[config.mk]
export PLATFORM = sky130hd
export DESIGN_NAME = ps2_scan_receiver_flat
export DESIGN_NICKNAME = d
export VERILOG_FILES = /design/src/rtl/ps2_scan_receiver_if.sv /design/src/rtl/ps2_scan_receiver.sv /design/src/flat_wrapper.sv
export SDC_FILE = /design/constraint.sdc
export NUM_CORES = 1
export LEC_CHECK = 0
export BUFFER_PORTS_ARGS = -buffer_cell sky130_fd_sc_hd__buf_2
export CAP_MARGIN = 20
export CORE_ASPECT_RATIO = 1.25
export CORE_MARGIN = 1.5
export CORE_UTILIZATION = 62
export CTS_BUF_LIST = sky130_fd_sc_hd__clkbuf_8
export DETAILED_ROUTE_END_ITERATION = 8
export PLACE_DENSITY = 0.82
export SYNTH_ARGS = -nofsm -noshare
export SYNTH_HDL_FRONTEND = slang
export SYNTH_SLANG_ARGS = --single-unit
[constraint.sdc]
create_clock -name Clock -period 2.35 [get_ports Clock]
set_input_delay 0.3525 -clock Clock [delete_from_list [all_inputs] [get_ports Clock]]
set_output_delay 0.3525 -clock Clock [all_outputs]
set_load 0.01 [all_outputs]
[src/rtl/ps2_scan_receiver_if.sv]
// Purpose: bundles the raw PS/2 pins and the decoded scan-code outputs of ps2_scan_receiver.
// Latency: none, wiring only.
// Backpressure: none; the PS/2 bus cannot be stalled and the status outputs are single-cycle pulses.
//
// Signals:
//   PS2Clk, PS2Data   raw keyboard clock/data (asynchronous, idle high)
//   KeyboardCode      last good scan code, held between frames
//   CodeValid         one-cycle pulse, KeyboardCode updated in the same cycle
//   ParityError       one-cycle pulse on an odd-parity failure with a good stop bit
//   FrameError        one-cycle pulse on a bad stop bit or a stalled-frame abort
//   Busy              a frame is in progress
// Modports: master = keyboard side (drives the pins), slave = receiver side.
interface ps2_scan_receiver_if;
    logic       PS2Clk;
    logic       PS2Data;
    logic [7:0] KeyboardCode;
    logic       CodeValid;
    logic       ParityError;
    logic       FrameError;
    logic       Busy;

    modport master (
        output PS2Clk,
        output PS2Data,
        input  KeyboardCode,
        input  CodeValid,
        input  ParityError,
        input  FrameError,
        input  Busy
    );

    modport slave (
        input  PS2Clk,
        input  PS2Data,
        output KeyboardCode,
        output CodeValid,
        output ParityError,
        output FrameError,
        output Busy
    );
endinterface

[src/rtl/ps2_scan_receiver.sv]
// Purpose: deserialises the PS/2 keyboard bus into 8-bit scan codes, checking start, odd parity and stop bits.
// Latency: status pulse is registered FILTER_LEN+3 cycles after the stop-bit falling edge at the PS2Clk pin.
// Backpressure: none; every code is reported with a single-cycle CodeValid pulse and must be taken at once.
//
// Ports:
//   Clock  system clock, all state on its rising edge
//   Reset  asynchronous, active-high
//   bus    ps2_scan_receiver_if.slave: PS2Clk/PS2Data in; KeyboardCode, CodeValid,
//          ParityError, FrameError, Busy out
module ps2_scan_receiver #(
    parameter int FILTER_LEN     = 4,      // 2..15 consecutive samples to move the filtered clock
    parameter int TIMEOUT_CYCLES = 50000   // idle cycles mid-frame before the frame is aborted
) (
    input  logic                  Clock,
    input  logic                  Reset,
    ps2_scan_receiver_if.slave    bus
);

    localparam int             TMO_W    = (TIMEOUT_CYCLES > 1) ? $clog2(TIMEOUT_CYCLES) : 1;
    localparam logic [TMO_W-1:0] TMO_LAST = TMO_W'(TIMEOUT_CYCLES - 1);
    localparam logic [3:0]       FLT_LAST = 4'(FILTER_LEN - 1);

    typedef enum logic [1:0] {
        IDLE,
        DATA,
        PARITY,
        STOP
    } state_t;

    // Input synchronisers and clock deglitch filter
    logic             clk_sync1_q, clk_sync2_q;
    logic             dat_sync1_q, dat_sync2_q;
    logic             filt_q, filt_d;
    logic             filt_prev_q;
    logic [3:0]       filt_cnt_q, filt_cnt_d;

    // Frame state
    state_t           state_q, state_d;
    logic [2:0]       bit_cnt_q, bit_cnt_d;
    logic [7:0]       shift_q, shift_d;
    logic             par_q, par_d;
    logic [TMO_W-1:0] tmo_q, tmo_d;

    // Registered outputs
    logic [7:0]       code_q, code_d;
    logic             valid_q, valid_d;
    logic             perr_q, perr_d;
    logic             ferr_q, ferr_d;

    logic             fall;
    logic             data_bit;

    assign fall     = filt_prev_q & ~filt_q;
    assign data_bit = dat_sync2_q;

    // The filtered level only moves after FILTER_LEN consecutive disagreeing samples;
    // any sample that matches the current level restarts the count.
    always_comb begin
        filt_d     = filt_q;
        filt_cnt_d = filt_cnt_q;
        if (clk_sync2_q == filt_q) begin
            filt_cnt_d = 4'd0;
        end else if (filt_cnt_q == FLT_LAST) begin
            filt_d     = clk_sync2_q;
            filt_cnt_d = 4'd0;
        end else begin
            filt_cnt_d = filt_cnt_q + 4'd1;
        end
    end

    always_comb begin
        state_d   = state_q;
        bit_cnt_d = bit_cnt_q;
        shift_d   = shift_q;
        par_d     = par_q;
        code_d    = code_q;
        valid_d   = 1'b0;
        perr_d    = 1'b0;
        ferr_d    = 1'b0;

        if (state_q == IDLE || fall) begin
            tmo_d = '0;
        end else begin
            tmo_d = tmo_q + TMO_W'(1);
        end

        if (fall) begin
            case (state_q)
                IDLE: begin
                    // A high data bit here is line noise or a residual bit: ignore it.
                    if (!data_bit) begin
                        state_d   = DATA;
                        bit_cnt_d = 3'd0;
                    end
                end
                DATA: begin
                    shift_d   = {data_bit, shift_q[7:1]};
                    bit_cnt_d = bit_cnt_q + 3'd1;
                    if (bit_cnt_q == 3'd7) begin
                        state_d = PARITY;
                    end
                end
                PARITY: begin
                    par_d   = data_bit;
                    state_d = STOP;
                end
                STOP: begin
                    state_d = IDLE;
                    // Bad stop outranks bad parity; odd parity means XOR over data+parity is 1.
                    if (!data_bit) begin
                        ferr_d = 1'b1;
                    end else if (!(^{shift_q, par_q})) begin
                        perr_d = 1'b1;
                    end else begin
                        code_d  = shift_q;
                        valid_d = 1'b1;
                    end
                end
                default: state_d = IDLE;
            endcase
        end else if (state_q != IDLE && tmo_q == TMO_LAST) begin
            state_d = IDLE;
            ferr_d  = 1'b1;
            tmo_d   = '0;
        end
    end

    always_ff @(posedge Clock or posedge Reset) begin
        if (Reset) begin
            clk_sync1_q <= 1'b1;
            clk_sync2_q <= 1'b1;
            dat_sync1_q <= 1'b1;
            dat_sync2_q <= 1'b1;
            filt_q      <= 1'b1;
            filt_prev_q <= 1'b1;
            filt_cnt_q  <= 4'd0;
            state_q     <= IDLE;
            bit_cnt_q   <= 3'd0;
            shift_q     <= 8'h00;
            par_q       <= 1'b0;
            tmo_q       <= '0;
            code_q      <= 8'h00;
            valid_q     <= 1'b0;
            perr_q      <= 1'b0;
            ferr_q      <= 1'b0;
        end else begin
            clk_sync1_q <= bus.PS2Clk;
            clk_sync2_q <= clk_sync1_q;
            dat_sync1_q <= bus.PS2Data;
            dat_sync2_q <= dat_sync1_q;
            filt_q      <= filt_d;
            filt_prev_q <= filt_q;
            filt_cnt_q  <= filt_cnt_d;
            state_q     <= state_d;
            bit_cnt_q   <= bit_cnt_d;
            shift_q     <= shift_d;
            par_q       <= par_d;
            tmo_q       <= tmo_d;
            code_q      <= code_d;
            valid_q     <= valid_d;
            perr_q      <= perr_d;
            ferr_q      <= ferr_d;
        end
    end

    assign bus.KeyboardCode = code_q;
    assign bus.CodeValid    = valid_q;
    assign bus.ParityError  = perr_q;
    assign bus.FrameError   = ferr_q;
    assign bus.Busy         = (state_q != IDLE);

endmodule

[src/flat_wrapper.sv]
// flat-port wrapper written by rule: the top's interface ports become plain ports
module ps2_scan_receiver_flat 
#(
    parameter int FILTER_LEN     = 4,                                                             
    parameter int TIMEOUT_CYCLES = 50000                                                       
)
  (Clock, Reset, bus_PS2Clk, bus_PS2Data, bus_KeyboardCode, bus_CodeValid, bus_ParityError, bus_FrameError, bus_Busy);
  ps2_scan_receiver_if bus_i ();
  input  logic Clock;
  input  logic Reset;
  input wire logic [$bits(bus_i.PS2Clk)-1:0] bus_PS2Clk;
  input wire logic [$bits(bus_i.PS2Data)-1:0] bus_PS2Data;
  output wire logic [$bits(bus_i.KeyboardCode)-1:0] bus_KeyboardCode;
  output wire logic [$bits(bus_i.CodeValid)-1:0] bus_CodeValid;
  output wire logic [$bits(bus_i.ParityError)-1:0] bus_ParityError;
  output wire logic [$bits(bus_i.FrameError)-1:0] bus_FrameError;
  output wire logic [$bits(bus_i.Busy)-1:0] bus_Busy;
  assign bus_i.PS2Clk = bus_PS2Clk;
  assign bus_i.PS2Data = bus_PS2Data;
  assign bus_KeyboardCode = bus_i.KeyboardCode;
  assign bus_CodeValid = bus_i.CodeValid;
  assign bus_ParityError = bus_i.ParityError;
  assign bus_FrameError = bus_i.FrameError;
  assign bus_Busy = bus_i.Busy;
  ps2_scan_receiver #(.FILTER_LEN(FILTER_LEN), .TIMEOUT_CYCLES(TIMEOUT_CYCLES)) u_core (.Clock(Clock), .Reset(Reset), .bus(bus_i));
endmodule
# Yosys cells after proc, flatten, opt, wreduce, memory -nomap -nowiden
# Index checks and enable logic that the tools add are counted.
classes:
  n_mux: 24
  n_reduce_logical: 13
  eq_ne: 10
  n_shift: 0
  bitwise_logic: 3
  order_cmp: 0
  n_addsub: 3
  div: 0
  n_mul: 0
ops:
  columns: ["operator", "n"]
  rows:
  - ["16-bit 2-to-1 mux", 3]
  - ["16-bit by 1-bit adder with 16-bit output (second input constant)", 1]
  - ["16-bit equality test (second input constant)", 1]
  - ["1-bit 2-to-1 mux", 12]
  - ["9-bit XOR reduction", 1]
  - ["2-bit 2-to-1 mux", 4]
  - ["4-bit 2-to-1 mux", 2]
  - ["2-bit case mux with 4 select lines", 1]
  - ["3-bit != test (second input constant)", 2]
  - ["3-bit case mux with 2 select lines", 1]
  - ["2-bit AND reduction", 3]
  - ["3-bit AND reduction", 2]
  - ["2-bit nonzero test", 3]
  - ["4-bit by 1-bit adder with 4-bit output (second input constant)", 1]
  - ["2-bit equality test (second input constant)", 2]
  - ["4-bit by 2-bit equality test with 1-bit output (second input constant)", 1]
  - ["4-bit AND reduction", 1]
  - ["3-bit by 1-bit adder with 3-bit output (second input constant)", 1]
  - ["3-bit equality test (second input constant)", 1]
  - ["3-bit 2-to-1 mux", 1]
  - ["2-bit by 1-bit equality test with 1-bit output (second input constant)", 1]
  - ["2-bit zero test", 1]
  - ["2-bit != test (second input constant)", 1]
  - ["1-bit NOT", 2]
  - ["4 further kinds", 4]
word_totals:
  ramBits: 0
  n_memories: 0
  mem_bits_ro: 0
  reg_bits: 51
  output_inout_bits: 12
  latchBits: 0

# Depth between registers and ports, before layout
# Gate-level depths: netlist (run 1).
depth:
  ltp_word: 6
  ltp_mapped: 6

# Worst setup path after synthesis (run 1)
# OpenSTA, ideal clock, no wires.
synth_timing:
  path_kind: "register to register"
  from: "reg u_core.shift_q[5]"
  to: "reg u_core.code_q[0], in the netlist u_core.bus.KeyboardCode[0]"
  path_slack_ns: 0.602
  required_time_ns: 2.225
  stages_incl_launch_ff: 6
  arrival_time_ns: 1.624
  path_cell_list: "dfrtp_1 xnor2_1 xnor2_1 xnor2_1 mux2_4 mux2_2"
synth_between:
  elab_chain_cells: 2
synth_lines:
  columns: ["element", "line_no", "source"]
  rows:
  - ["from (decl)", "ps2_scan_receiver.sv:40", "logic [7:0] shift_q, shift_d;"]
  - ["from (signal assigned)", "ps2_scan_receiver.sv:156", "shift_q <= shift_d;"]
  - ["9-bit XOR reduction", "ps2_scan_receiver.sv:112", "end else if (!(^{shift_q, par_q})) begin"]
  - ["4-bit AND reduction (no source line)", null, null]
  - ["to (signal assigned)", "ps2_scan_receiver.sv:159", "code_q <= code_d;"]
  - ["to (decl)", "ps2_scan_receiver.sv:45", "logic [7:0] code_q, code_d;"]
# No other way between the ends.
# A chain may end at the register's enable or synchronous reset.

# Final worst setup path (run 1)
layout_timing:
  from: "reg u_core.shift_q[4]"
  to: "reg u_core.code_q[4], in the netlist u_core.bus.KeyboardCode[4]"
layout_between:
  elab_chain_cells: 2
layout_lines:
  columns: ["element", "line_no"]
  rows:
  - ["9-bit XOR reduction", "ps2_scan_receiver.sv:112"]
  - ["4-bit AND reduction (no source line)", null]
# Several ways; a longest one is shown, not always the timed one.

==> impl_results.md, run 1 <==
- Status: complete, no violations
- CTS tree: done
- Port bufs: 15
- Pwr/cell area: between 1000 and 1500 nW/um^2
- Std-Cell Rows: 24
- Crit Path Class: register to register
- Starting DRT DRC Count: between 50 and 60
- Post-synth EDFFs: 0
- Clk root buf: clkbuf_8
- Total track usage: 0.214
- DIE AREA: 3970 um^2
- FF-to-FF Start: u_core.shift_q[4]
- Fin crit period: between 1.5 and 2 ns
- CP max FO: 8
- Share of cells above drive strength 1: 0.230
- WP data arrival: about 2.2 ns
- DR vias/cell: between 5 and 6
- Mean routed wirelength per cell: around 15 um
- Top-count cell post-synth: dfrtp_1
- First-pass GRT wire length: between 6000 and 7000 um
- Nets: approximately 220
- Top area cells in the synthesized netlist: dfrtp_1 51%, mux2_2 8.1%, dfstp_2 7.1%
- Synthesized Nets: 202
- R2R setup slack: 0.39 ns
- Worst-Margin Slew: 0.630 ns
- Post-Route Setup TNS: 0 ns
- Netlist cell types: 30
- Worst VDD drop: 0.806 mV
- Leak: roughly 1.2 nW
- Final Wtd Congestion: 0.821
- CP Cell Sequence: xnor2_1, xnor2_1, xnor2_1, mux2_4, mux2_2
- Final core utilization: 0.726
- Setup violators final: 0
- Die X: 56.6 um
- Hold crit path type: primary input to asynchronous set/reset pin
- Area leader, netlist: dfrtp_1
- Avg Inst Size Synth: roughly 12 um^2
- Synth Flop Type: dfrtp_1
- Clock Path Buffers: 2
- CP dominant cell by count: xnor2_1
- Crit-path max cell delay: between 0.4 and 0.5 ns
- Top post-synthesis cells by count: 45 x dfrtp_1, 22 x nor2_1, 16 x mux2_2, 16 x xnor2_1, 15 x nand2_1
- Area fraction of the dominant cell type after synthesis: 0.505
- Clock latency on the worst-skew pair: roughly 0.30 ns
- Antenna viol nets, final: 0
- Worst r2r path cells: 5
- RSZ-0062 raised after global routing: no
- CP Capture Type: register
- Worst Path Buf+Inv: 0
- DP Wirelength: roughly 2600 um
- Max-slew violation count: 0
- H-tree levels: 2
- CP Launch Type: register
- Sink Count: between 50 and 60
- CTS clk-pin slew, worst paths: around 0.090 ns
- CP startpoint: u_core.shift_q[4]
- DIE HEIGHT: between 70 and 80 um
- Final hold viol count: 0
- CTS hold repair buffers: 0
- Synth-to-layout area growth: 12.5%
- Async SR Flop Fraction: 1.00
- Fmax: approximately 510 MHz
- Vias in the first global route: approximately 1,500
- Routed WL: 3680 um
- CTS buffer count: 5
- Delay-heaviest family, CP: XOR/XNOR gates
- Ant. Diodes: 0
- Synthesized cell area: 2230 um^2
- Cell count after synthesis: 190
- Core Area: approximately 3500 um^2
- Period utilization: 0.834
- CP Data Required Time: around 2.6 ns
- Clock Skew: between 0.009 and 0.01 ns
- Number of synthesized register bits: 51
- DRC viols: 0
- Max_slew headroom: 0.574
- Crit path depth: 5
- Vias: between 1,000 and 1,500
- Sequential share of the synthesized area: 0.576
- Remaining Overflow, GRT: 0
- Initial antenna violation count: 0
- Top-Level Pins: 16
- Ys Warns: 0
- CP endpoint: u_core.bus.KeyboardCode[4]
- DR pass1 iterations: 4
- Largest net degree at the start of global routing: 28
- Post-cts resize count: 0
- End of the worst register-to-register path: u_core.bus.KeyboardCode[4]
- Post CTS Setup Buffer Count: 0
- CP max-delay cell: dfrtp_1
- Initial Utilization: 0.646
- Max Cap Violations: 0
placed cells by master (no fill, tap or decap), types with 4 or more instances in the layout:
cell	instances
nand2_1	15
nor2_1	22
o21ai_0	6
dfstp_2	6
dfrtp_1	45
clkbuf_8	5
xnor2_1	16
nand3_1	9
buf_2	15
xor2_1	8
inv_1	6
and3_1	4
nor3_1	7
mux2_2	16
ha_1	8
worst min-delay path by stage:
stage / slack [ns] / startpoint / to / depth (start not counted)
detailed placement: 0.35 / u_core.dat_sync1_q / u_core.dat_sync2_q / 0
CTS: 0.08 / Reset / u_core.tmo_q[5] / 2
global route: 0.12 / Reset / u_core.tmo_q[6] / 2
global placement: 0.35 / u_core.clk_sync1_q / u_core.clk_sync2_q / 0
finish: 0.08 / Reset / u_core.tmo_q[6] / 2
floorplan: 0.35 / u_core.clk_sync1_q / u_core.clk_sync2_q / 0
stage by stage:
step	setup slack [ns]	hold WS (ns)	area, um^2	power (W)	cells
floorplan	0.602	0.345	2230	0.00187	190
detailed placement	0.400	0.349	2370	0.00208	244
global route	0.234	0.117	2510	0.00293	252
finish	0.390	0.0786	2510	0.00276	252
global placement	0.500	0.346	2370	0.00201	244
CTS	0.375	0.0822	2510	0.00279	252
worst register-to-register path, stage by stage (launching register included):
cell and delay [ns]:
dfrtp_1 0.43, xnor2_1 0.24, xnor2_1 0.12, xnor2_1 0.38
mux2_4 0.40, mux2_2 0.29
area by class of cell:
| cell class | instances | area (um^2) |
|---|---|---|
| sequential | 51 | 1280 |
| fill | 233 | 945 |
| multi-input combinational | 130 | 911 |
| timing repair buffer | 17 | 103 |
| clock buffer | 5 | 68.8 |
| clock inverter | 3 | 67.6 |
| tap | 39 | 48.8 |
| inverter | 7 | 26.3 |
kinds of logic (layout without fill, tap and decap cells):
kind of cell,after synthesis,after routing,synth area share
adders and majority gates,8,8,0.0449
and+or+nand+nor,67,67,0.140
muxes,17,17,0.0875
DFF,51,51,0.576
buffers and inverters,9,32,0.0157
AOI/OAI and AO/OA,14,14,0.0415
xor gates and xnor gates,24,24,0.0943
state kept, by name, indices dropped and copies added (netlist names):
register,count
u_core.bus.FrameError,1
u_core.filt_q,1
u_core.bus.ParityError,1
u_core.state_q,2
u_core.bus.KeyboardCode,8
u_core.shift_q,8
u_core.filt_cnt_q,4
u_core.clk_sync2_q,1
u_core.dat_sync1_q,1
u_core.filt_prev_q,1
u_core.par_q,1
u_core.bit_cnt_q,3
u_core.clk_sync1_q,1
u_core.dat_sync2_q,1
u_core.bus.CodeValid,1
u_core.tmo_q,16
power breakdown:
part | leakage (nW) | total, W | switching [W] | internal (W)
Sequential | 0.668 | 0.00120 | 0.000142 | 0.00106
Combinational | 0.442 | 0.000859 | 0.000471 | 0.000388
Clock | 0.0644 | 0.000705 | 0.000280 | 0.000424
Total | 1.17 | 0.00276 | 0.000894 | 0.00187
routing by layer:
metal | routed length [um] | track usage
met1 | 1450 | 0.239
met4 | 63 | 0.0873
met5 | 0 | 0
met2 | 2040 | 0.382
met3 | 119 | 0.0519
No activity file was read; power rests on OpenSTA's default activity.
==> run 2: changes to the inputs <==
--- a/config.mk
+++ b/config.mk
@@ -9,10 +9,10 @@
 export CAP_MARGIN = 20
 export CORE_ASPECT_RATIO = 1.25
 export CORE_MARGIN = 1.5
-export CORE_UTILIZATION = 62
+export CORE_UTILIZATION = 56
 export CTS_BUF_LIST = sky130_fd_sc_hd__clkbuf_8
 export DETAILED_ROUTE_END_ITERATION = 8
-export PLACE_DENSITY = 0.82
+export PLACE_DENSITY = 0.78
 export SYNTH_ARGS = -nofsm -noshare
 export SYNTH_HDL_FRONTEND = slang
 export SYNTH_SLANG_ARGS = --single-unit
==> constraint.sdc (replaced) <==
create_clock -name Clock -period 1.6 [get_ports Clock]
set_input_delay 0.24 -clock Clock [delete_from_list [all_inputs] [get_ports Clock]]
set_output_delay 0.24 -clock Clock [all_outputs]
set_load 0.01 [all_outputs]
==> run 2 against run 1 <==
Effect of this change: the run now ends with negative setup slack left; critical endpoint is now u_core.bus.KeyboardCode[3]; core utilization is 1.5 points higher; routed wire length grew 23%; worst hold slack got worse by 0.050 ns; final area rose by 12%.
==> impl_results.md, run 2 (same netlist as run 1, synthesis figures left out) <==
- Status: finished with violations
- Violated checks: negative setup slack
- Initial Utilization: 0.589 (-0.0566)
- Worst-Margin Slew: 0.486 ns (-0.144 ns)
- Clock power share: 0.193 (-0.062)
- FF-to-FF Start: u_core.shift_q[6]
- DR pass1 iterations: 4 (unchanged)
- Largest register by flop count: u_core.tmo_q
- Largest net degree at the start of global routing: 22 (-21%)
- CTS buffer count: 5 (unchanged)
- Clock latency on the worst-skew pair: 0.31 ns (about the same)
- Fin crit period: 1.81 ns (-0.150 ns)
- H-tree levels: 2 (unchanged)
- Final hold viol count: 0 (unchanged)
- Max_slew headroom: 0.676 (+0.101)
- RSZ-0062 raised after global routing: yes
- DP Wirelength: 2950 um (+14%)
- Port bufs: 15 (unchanged)
- Setup violators final: 7 (+7)
- Placed cell areas: 2540 um^2 (+7.0%)
- Leak: 1.31 nW (+11%)
- Commonest non-fill, non-tap cell in the layout: dfrtp_1
- Final Wtd Congestion: 0.814 (-0.91%)
- Core Area: 3780 um^2 (+9.6%)
- CP startpoint: u_core.shift_q[6]
- Fmax: 553 MHz (+8.3%)
- Period utilization: 1.13 (+0.297)
- DR vias/cell: 5.44 (-3.2%)
- Clock Skew: 0.0149 ns (+0.00584 ns)
- Antenna viol nets, final: 0 (unchanged)
- Final Non-Filler Cells: 290 (+15%)
- Post-Route Setup TNS: -1.40 ns (-1.40 ns)
- Mean routed wirelength per cell: 15.7 um (+7.2%)
- DIE HEIGHT: 73.5 um (+5.0%)
- Max-slew violation count: 0 (unchanged)
- Net Sw Frac: 0.343 (+0.0198)
- WP data arrival: 2.00 ns (-0.16 ns)
- Hold path start: bus_PS2Data
- R2R setup slack: -0.21 ns (-0.60 ns)
- Synth-to-layout area growth: 25.9%
- Clk root buf: clkbuf_8
- First-pass GRT wire length: 6840 um (+5.2%)
- Ant. Diodes: 0 (unchanged)
- Top-Level Pins: 16 (unchanged)
- CP Capture Type: register
- Routed WL: 4540 um (+23%)
- Vias in the first global route: 1,590 (+8.6%)
- Sink Count: 51 (unchanged)
- Crit Path Class: register to register
- DIE AREA: 4370 um^2 (+10%)
- Worst VDD drop: 0.912 mV (+13%)
- Inst Count DP: 277 (+14%)
- Pwr/cell area: 1680 nW/um^2 (+53%)
- Share of cells above drive strength 1: 0.377 (+0.147)
- Post-route cell area: 2810 um^2 (+12%)
- Vias: 1,578 (+11%)
- Final WS setup: -0.209 ns (-0.600 ns)
- Die X: 59.4 um (+4.9%)
- CP max FO: 8 (unchanged)
- Tot Pwr: 0.00472 W (+71%)
- CP Launch Type: register
- Worst r2r path cells: 5 (unchanged)
- Nets: 247 (+10%)
- End of the worst register-to-register path: u_core.bus.KeyboardCode[3]
- CP Data Required Time: 1.79 ns (-0.76 ns)
- Initial antenna violation count: 0 (unchanged)
- Std-Cell Rows: 25 (+4.2%)
- Max FFs per register: 16 (unchanged)
- Starting DRT DRC Count: 83 (+41%)
- Hold crit path type: primary input to register
- Sw Pwr: 0.00162 W (+81%)
- CTS clk-pin slew, worst paths: 0.10 ns (about the same)
- CTS tree: done
- Register share of total power: 0.373 (-0.061)
- Max Cap Violations: 0 (unchanged)
- Total track usage: 0.214 (-0.000317)
- DRC viols: 0 (unchanged)
- Hold path depth: 1
- Remaining Overflow, GRT: 0 (unchanged)
- Most frequent cells in the layout: 45 x dfrtp_1, 21 x nor2_1, 20 x buf_4, 16 x mux2_2
- CP endpoint: u_core.bus.KeyboardCode[3]
- Clock Path Buffers: 2 (unchanged)
- Internal Power: 0.00310 W (+66%)
- Logic pwr share: 0.435 (+0.124)
run 2: per-stage QoR:
step | util | setup WS (ns) | hold WS [ns]
after floorplan | - | -0.148 | 0.244
after global placement | 0.671 | -0.0767 | 0.271
after detailed placement | 0.671 | -0.172 | 0.290
after CTS | 0.710 | -0.175 | 0.0177
after global routing | 0.742 | -0.294 | 0.0164
final | 0.742 | -0.209 | 0.0286
run 2: repair_timing:
item,4_1_cts,5_1_grt
hold buffers,1,0
endpoints found under the hold margin,15,0
cloned,0,0
setup buffers,1,4
pin swaps,1,5
endpoints found under the setup margin,17,34
resized for setup,5,23
run 2: cell type report:
type | instances | area (um^2)
clock buffers | 5 | 68.8
clock inverters | 3 | 47.5
fillers | 260 | 977
inverters | 7 | 28.8
multi-input cells | 130 | 1010
flip-flops and latches | 51 | 1280
well taps | 54 | 67.6
repair buffers | 40 | 304
run 2: metal layers:
layer | vias to the layer above | GRT usage | wire length [um]
met5 | - | 0 | 0
met4 | 0 | 0.101 | 197
met3 | 17 | 0.0599 | 172
met2 | 39 | 0.372 | 2480
met1 | 795 | 0.235 | 1690
li1 | 727 | - | -
run 2: worst min-delay path by stage:
stage	endpoint	slack [ns]
final	u_core.dat_sync1_q	0.03
after global routing	u_core.dat_sync1_q	0.02
after CTS	u_core.dat_sync1_q	0.02
after detailed placement	u_core.filt_cnt_q[2]	0.29
after global placement	u_core.filt_cnt_q[2]	0.27
after floorplan	u_core.clk_sync1_q	0.24
run 2: worst max-delay path, stage by stage, from the launching register on:
cell and delay [ns]:
dfrtp_1 0.41, xnor2_1 0.22, xnor2_1 0.13, xnor2_1 0.26, mux2_4 0.39, mux2_2 0.28
run 2: power by group through the flow:
stage	sequential (W)	combinational [W]	clock, W
after floorplan	0.00175	0.000995	0
after global placement	0.00173	0.00158	0
after detailed placement	0.00175	0.00169	0
after CTS	0.00174	0.00183	0.000923
after global routing	0.00179	0.00223	0.000974
final	0.00176	0.00205	0.000908
